### config.mk
export PLATFORM = sky130hd
export DESIGN_NAME = calc_core
export DESIGN_NICKNAME = d
export VERILOG_FILES = /design/src/rtl/calc_core.sv
export SDC_FILE = /design/constraint.sdc
export NUM_CORES = 1
export LEC_CHECK = 0
export CAP_MARGIN = 15
export CORE_MARGIN = 3
export CORE_UTILIZATION = 40
export DETAILED_ROUTE_END_ITERATION = 8
export PLACE_DENSITY = 0.52
export SYNTH_ARGS = -nofsm -noshare
export SYNTH_HDL_FRONTEND = slang
export SYNTH_SLANG_ARGS = --single-unit
### constraint.sdc
create_clock -name clk -period 8.9 [get_ports clk]
set_clock_uncertainty 0.05 [all_clocks]
set_input_delay 1.335 -clock clk [delete_from_list [all_inputs] [get_ports clk]]
set_output_delay 1.335 -clock clk [all_outputs]
set_load 0.005 [all_outputs]
### src/rtl/calc_core.sv
// Decimal two-operand calculator with a sequential double-dabble BCD converter.
// Build option: define CALC_MUL_EN to add multiply (op_val=2) and widen the datapath.
`timescale 1ns/1ps
module calc_core #(
    parameter int NDIG = 4,
    parameter int BW   = 15
) (
    input  logic                clk,
    input  logic                reset,
    input  logic                key_strobe,
    input  logic                is_number,
    input  logic                is_op,
    input  logic                is_eq,
    input  logic [3:0]          num_val,
    input  logic [1:0]          op_val,
    output logic [4*NDIG-1:0]   disp_bcd,
    output logic                disp_neg,
    output logic                err,
    output logic                busy
);
    function automatic longint f_maxv();
        longint v;
        v = 1;
        for (int i = 0; i < NDIG; i++) v = v * 10;
        return v - 1;
    endfunction

    localparam longint MAXV = f_maxv();
`ifdef CALC_MUL_EN
    localparam int MULW = $clog2(MAXV * MAXV + 1);
    localparam int W    = (BW > MULW) ? BW : MULW;
`else
    localparam int W    = BW;
`endif
    localparam int DW = 4 * NDIG;
    localparam int SW = $clog2(W + 1);
    localparam int CW = $clog2(NDIG + 1);

    typedef enum logic [2:0] {
        S_ENTER_A, S_OP_WAIT, S_ENTER_B, S_CONVERT, S_SHOW_RES, S_ERROR
    } state_t;

    state_t          r_state;
    logic            r_key_v;
    logic [W-1:0]    r_a, r_b, r_res, r_dd_bin;
    logic [DW-1:0]   r_a_bcd, r_b_bcd, r_dd_bcd, r_disp_bcd;
    logic [CW-1:0]   r_a_cnt, r_b_cnt;
    logic [SW-1:0]   r_step;
    logic [1:0]      r_op;
    logic            r_neg, r_busy, r_disp_neg, r_err;

    // Key classification; a key with no flag set is CLR, a reserved operator is dropped.
    logic w_op_ok, w_dig, w_op, w_eq, w_clr;
`ifdef CALC_MUL_EN
    assign w_op_ok = (op_val != 2'd3);
`else
    assign w_op_ok = ~op_val[1];
`endif
    assign w_dig = r_key_v & is_number;
    assign w_op  = r_key_v & ~is_number & is_op & w_op_ok;
    assign w_eq  = r_key_v & ~is_number & ~is_op & is_eq;
    assign w_clr = r_key_v & ~is_number & ~is_op & ~is_eq;

    logic [W-1:0]  w_d, w_a_app, w_b_app, w_maxv;
    logic [DW-1:0] w_d_bcd, w_a_bcd_app, w_b_bcd_app;
    assign w_d         = W'(num_val);
    assign w_d_bcd     = DW'(num_val);
    assign w_maxv      = W'(MAXV);
    assign w_a_app     = r_a * W'(10) + w_d;
    assign w_b_app     = r_b * W'(10) + w_d;
    assign w_a_bcd_app = (r_a_bcd << 4) | w_d_bcd;
    assign w_b_bcd_app = (r_b_bcd << 4) | w_d_bcd;

    logic [W:0]   w_diff;
    logic         w_a_lt_b;
    logic [W-1:0] w_sum, w_mag;
    assign w_sum    = r_a + r_b;
    assign w_diff   = {1'b0, r_a} - {1'b0, r_b};
    assign w_a_lt_b = w_diff[W];
    assign w_mag    = w_a_lt_b ? (r_b - r_a) : w_diff[W-1:0];

    logic [W-1:0] w_res;
    logic         w_res_neg, w_ovf;
    always_comb begin
        w_res     = w_sum;
        w_res_neg = 1'b0;
        w_ovf     = (w_sum > w_maxv);
        if (r_op == 2'd1) begin
            w_res = w_mag;
            w_res_neg = w_a_lt_b;
            w_ovf = 1'b0;
        end
`ifdef CALC_MUL_EN
        else if (r_op == 2'd2) begin
            w_res = r_a * r_b;
            w_ovf = ((r_a * r_b) > w_maxv);
        end
`endif
    end

    // One double-dabble step: add 3 to every digit >= 5, then shift in the next binary bit.
    logic [DW-1:0] w_dd_adj, w_dd_bcd_next;
    logic [W-1:0]  w_dd_bin_next;
    generate
        for (genvar gi = 0; gi < NDIG; gi++) begin : g_dd
            assign w_dd_adj[4*gi +: 4] = (r_dd_bcd[4*gi +: 4] >= 4'd5) ?
                                         r_dd_bcd[4*gi +: 4] + 4'd3 : r_dd_bcd[4*gi +: 4];
        end
    endgenerate
    assign w_dd_bcd_next = (w_dd_adj << 1) | DW'(r_dd_bin[W-1]);
    assign w_dd_bin_next = r_dd_bin << 1;

    always_ff @(posedge clk) begin
        if (!reset) begin
            r_state    <= S_ENTER_A;
            r_key_v    <= 1'b0;
            r_a        <= '0;
            r_b        <= '0;
            r_res      <= '0;
            r_dd_bin   <= '0;
            r_a_bcd    <= '0;
            r_b_bcd    <= '0;
            r_dd_bcd   <= '0;
            r_disp_bcd <= '0;
            r_a_cnt    <= '0;
            r_b_cnt    <= '0;
            r_step     <= '0;
            r_op       <= 2'd0;
            r_neg      <= 1'b0;
            r_busy     <= 1'b0;
            r_disp_neg <= 1'b0;
            r_err      <= 1'b0;
        end else begin
            r_key_v <= key_strobe;
            if (r_state == S_CONVERT) begin
                // First CONVERT clock loads the shifter; keys are ignored until the result lands.
                if (!r_busy) begin
                    r_busy   <= 1'b1;
                    r_dd_bin <= r_res;
                    r_dd_bcd <= '0;
                    r_step   <= '0;
                end else begin
                    r_dd_bin <= w_dd_bin_next;
                    r_dd_bcd <= w_dd_bcd_next;
                    r_step   <= r_step + SW'(1);
                    if (r_step == SW'(W - 1)) begin
                        r_busy     <= 1'b0;
                        r_disp_bcd <= w_dd_bcd_next;
                        r_disp_neg <= r_neg;
                        r_a        <= r_res;
                        r_a_bcd    <= w_dd_bcd_next;
                        r_a_cnt    <= CW'(NDIG);
                        r_state    <= S_SHOW_RES;
                    end
                end
            end else if (w_clr) begin
                r_a        <= '0;
                r_b        <= '0;
                r_a_bcd    <= '0;
                r_b_bcd    <= '0;
                r_a_cnt    <= '0;
                r_b_cnt    <= '0;
                r_err      <= 1'b0;
                r_disp_neg <= 1'b0;
                r_disp_bcd <= '0;
                r_state    <= S_ENTER_A;
            end else begin
                case (r_state)
                    S_ENTER_A: begin
                        if (w_dig && r_a_cnt < CW'(NDIG)) begin
                            r_a        <= w_a_app;
                            r_a_bcd    <= w_a_bcd_app;
                            r_a_cnt    <= r_a_cnt + CW'(1);
                            r_disp_bcd <= w_a_bcd_app;
                        end else if (w_op) begin
                            r_op    <= op_val;
                            r_state <= S_OP_WAIT;
                        end
                    end
                    S_OP_WAIT: begin
                        if (w_dig) begin
                            r_b        <= w_d;
                            r_b_bcd    <= w_d_bcd;
                            r_b_cnt    <= CW'(1);
                            r_disp_bcd <= w_d_bcd;
                            r_state    <= S_ENTER_B;
                        end else if (w_op) begin
                            r_op <= op_val;
                        end
                    end
                    S_ENTER_B: begin
                        if (w_dig && r_b_cnt < CW'(NDIG)) begin
                            r_b        <= w_b_app;
                            r_b_bcd    <= w_b_bcd_app;
                            r_b_cnt    <= r_b_cnt + CW'(1);
                            r_disp_bcd <= w_b_bcd_app;
                        end else if (w_eq) begin
                            r_res <= w_res;
                            r_neg <= w_res_neg;
                            if (w_ovf) begin
                                r_err      <= 1'b1;
                                r_disp_bcd <= '0;
                                r_disp_neg <= 1'b0;
                                r_state    <= S_ERROR;
                            end else begin
                                r_state <= S_CONVERT;
                            end
                        end
                    end
                    S_SHOW_RES: begin
                        if (w_dig) begin
                            r_a        <= w_d;
                            r_a_bcd    <= w_d_bcd;
                            r_a_cnt    <= CW'(1);
                            r_b        <= '0;
                            r_b_bcd    <= '0;
                            r_b_cnt    <= '0;
                            r_disp_neg <= 1'b0;
                            r_disp_bcd <= w_d_bcd;
                            r_state    <= S_ENTER_A;
                        end else if (w_op && !r_neg) begin
                            r_op    <= op_val;
                            r_state <= S_OP_WAIT;
                        end
                    end
                    default: begin
                    end
                endcase
            end
        end
    end

    assign disp_bcd = r_disp_bcd;
    assign disp_neg = r_disp_neg;
    assign err      = r_err;
    assign busy     = r_busy;
endmodule

==> results.cfg <==
[status]
status = finished clean

[routing]
via_count = 9007
dr.first_iter.drc_count = 680
ant_nets = 0
wirelength_um = 28600
routedWlPerCell_um = 18.0
drt_pass1_iterations = 5
drc_errors = 0
via_per_inst = 5.67

[global_routing]
antenna_found_initial = 0
overflow = 0
grt_pass1_vias = 8529
grt_max_degree = 95
globalRouteTotalUtil_pct = 20.4
grt_pass1_wl_um = 46600

[placement]
portBuffers = 30
post_dp_cell_area_mm2 = 0.0108
pre_cts_ws_ns = 4.10
dp_hpwl_um = 21100
place_congestion = 0.841

[layout]
fin_nets = 1367
area_delta_synth_final_pct = 11.5
stdcell_area_mm2 = 0.0115
antenna_cells = 0
drive_above_1_share_pct = 5.80

[floorplan]
die_y_um = 167
num_rows = 58
die_area_mm2 = 0.0278
die_x_um = 167
core_area_mm2 = 0.0253
io_pins = 31
start_util_pct = 40.9

[setup_path]
endpoint_kind = flip-flop
slowest_delay_ns = 0.59
reg2reg_from = r_a[7]$_SDFFE_PN0P_
path_delay_family = simple AND/OR/NAND/NOR gates
regToRegSetupSlack_ns = 4.57
cp_common_cell = nor2_1
critPathArrivalTime_ns = 4.69
critPathLaunchType = input port
crit_chain = clkdlybuf4s50_1 > nand2b_1 > or2_2 > nor2_1 > nor2_1 > a211oi_4 > buf_4 > o311ai_0 > o211a_1
cp_slowest_cell = nor2_1
crit_buf_inv = 2
r2r_cells = 12
crit_fanout = 60
critPathRequiredTime_ns = 9.16
reg2reg_to = r_res[11]$_SDFFE_PN0P_
critPathKind = input port to flip-flop

[sta]
setup_violations = 0
fmax_mhz = 226
setup_tns_ns = 0
finalCriticalPeriod_ns = 4.43
finalHoldViolCount = 0
grt_setup_unrepaired = no
worst_pin_slew_ns = 1.14
maxSlewHeadroom_pct = 23.8
layout_setup_ws_ns = 4.47
maxSlewViolCount = 0
period_share_pct = 49.8

[clock_network]
cts_setup_buffers = 0
clock_sinks = 135
cts_max_level = 4
cts-resized-gates = 0
clockRootBuffer = clkbuf_16
clock_path_buffers = 2
clk_latency_ns = 0.43
cts_made_buffers = 17
clk_pin_slew_ns = 0.06
cts_tree = built
postCtsHoldBufs = 0

[power]
power.switching_uw = 855
leakagePower_uw = 0.00503
irDropWorstVdd_uv = 126
power_density_mw_per_mm2 = 208
swShare_pct = 35.7
clkPwrFrac_pct = 34.7
p_int_uw = 1540
power_frac_seq_pct = 29.5
power_frac_comb_pct = 35.8

[logic_synthesis]
synthesis.area_mm2 = 0.0103
synthFlopType = dfxtp_1
async_flop_share_pct = 0
synth_edf_count = 0
synth.avg_cell_area_um2 = 8.19
ys.warnings.count = 0
yosysSeqAreaShare_pct = 26.2
synthDistinctLibCells = 83
syn-num-nets = 1383
yosys_register_bits = 135
syn_inst = 1261

[worst_hold_path]
min_from = r_op[1]$_SDFFE_PN0P_
min_path_type = flip-flop to flip-flop
hold_depth = 2
min_to = r_op[1]$_SDFFE_PN0P_

[job]
drv_cap = 0
worst register-to-register path: cells and delay by family, from the launching register on:
family          cells  cell delay [ns]
simple gates        4             0.62
mux                 1             0.42
flops               1             0.47
xor+xnor            1             0.18
compound gates      4             1.86
fa+ha+maj           1             0.57
buf+inv             1             0.08
state kept, by name, summed over array words and instances (netlist names), 2 cells and up:
signal and count:
r_b 15, r_res 15, r_a_bcd 12, r_dd_bcd 16, r_step 4, r_state 3, r_dd_bin 15, r_b_cnt 3
disp_bcd 16, r_b_bcd 11, r_op 2, r_a_cnt 3, r_a 15
stage by stage:
stage / std cells / hold WS [ns] / util [%] / total power, uW
after floorplan: 1261 / 0.368 / - / 1370
after global placement: 1555 / 0.377 / 42.8 / 1570
after detailed placement: 1555 / 0.385 / 42.8 / 1570
after CTS: 1587 / 0.394 / 45.5 / 2410
after global routing: 1588 / 0.416 / 45.6 / 2540
final: 1588 / 0.394 / 45.6 / 2400
logic make-up (layout without fill, tap and decap cells):
| group | Yosys count | after routing | synth area share, % |
|---|---|---|---|
| flip-flops | 135 | 135 | 26.2 |
| AND/OR/NAND/NOR | 405 | 405 | 19.3 |
| buffers and inverters | 134 | 131 | 5.17 |
| AO/OA/AOI/OAI | 375 | 375 | 26.3 |
| adder cells (fa/ha/maj) | 110 | 110 | 13.8 |
| multiplexers | 31 | 31 | 3.03 |
| XOR/XNOR | 71 | 71 | 6.23 |
cell type report:
class                           count  area (um^2)
Inverter                           60          225
Fill cell                        2541        13700
Multi-Input combinational cell    992         7110
Clock inverter                     13          240
Sequential cell                   135         2700
Timing Repair Buffer               39          385
Tap cell                          330          413
Clock buffer                       19          433
power by group through the flow:
stage | Sequential [uW] | Combinational (uW) | Clock [uW]
after global routing | 716 | 949 | 872
final | 707 | 858 | 831
after detailed placement | 720 | 850 | 0
after floorplan | 697 | 669 | 0
after CTS | 707 | 854 | 848
after global placement | 720 | 848 | 0
how the worst max path moves through the flow:
| stage | endpoint | slack (ns) | from | depth (start not counted) |
|---|---|---|---|---|
| after floorplan | disp_bcd[15]$_SDFFE_PN0P_ | 5.29 | is_number | 10 |
| after global placement | r_a[10]$_SDFFE_PN0P_ | 4.26 | is_number | 9 |
| after detailed placement | r_a[10]$_SDFFE_PN0P_ | 4.10 | is_number | 9 |
| after CTS | r_a[10]$_SDFFE_PN0P_ | 4.52 | is_number | 9 |
| after global routing | r_a[6]$_SDFFE_PN0P_ | 4.17 | is_number | 9 |
| final | r_a[10]$_SDFFE_PN0P_ | 4.47 | is_number | 9 |
cell usage in the layout, fill, tap and decap left out, drive strengths merged, types with 26 or more instances in the layout:
| cell type | count |
|---|---|
| o211a | 44 |
| nand2 | 132 |
| xnor2 | 45 |
| clkdlybuf4s50 | 29 |
| nor2 | 83 |
| a21oi | 86 |
| inv | 65 |
| nand3 | 40 |
| nor3 | 26 |
| mux2i | 29 |
| a22oi | 51 |
| dfxtp | 135 |
| ha | 103 |
| nor2b | 52 |
| o21ai | 62 |
metal layers:
| metal | global-route usage, % | share of wire, % | up-vias |
|---|---|---|---|
| li1 | - | - | 4508 |
| met1 | 31.0 | 51 | 4269 |
| met2 | 30.3 | 42 | 207 |
| met3 | 3.68 | 5.3 | 23 |
| met4 | 4.02 | 1.2 | 0 |
| met5 | 0 | 0 | - |
synthesized netlist by cell type (26+ instances only):
cell,instances,area (um^2)
a21oi_1,86,430
a22oi_1,51,383
clkbuf_1,61,229
dfxtp_1,135,2700
ha_1,103,1290
inv_1,59,221
mux2i_1,29,290
nand2_1,131,492
nand3_1,40,200
nor2_1,83,312
nor2b_1,51,319
nor3_1,26,130
o211a_1,44,440
o21ai_0,61,305
xnor2_1,44,385
(Power assumes the default switching activity.)
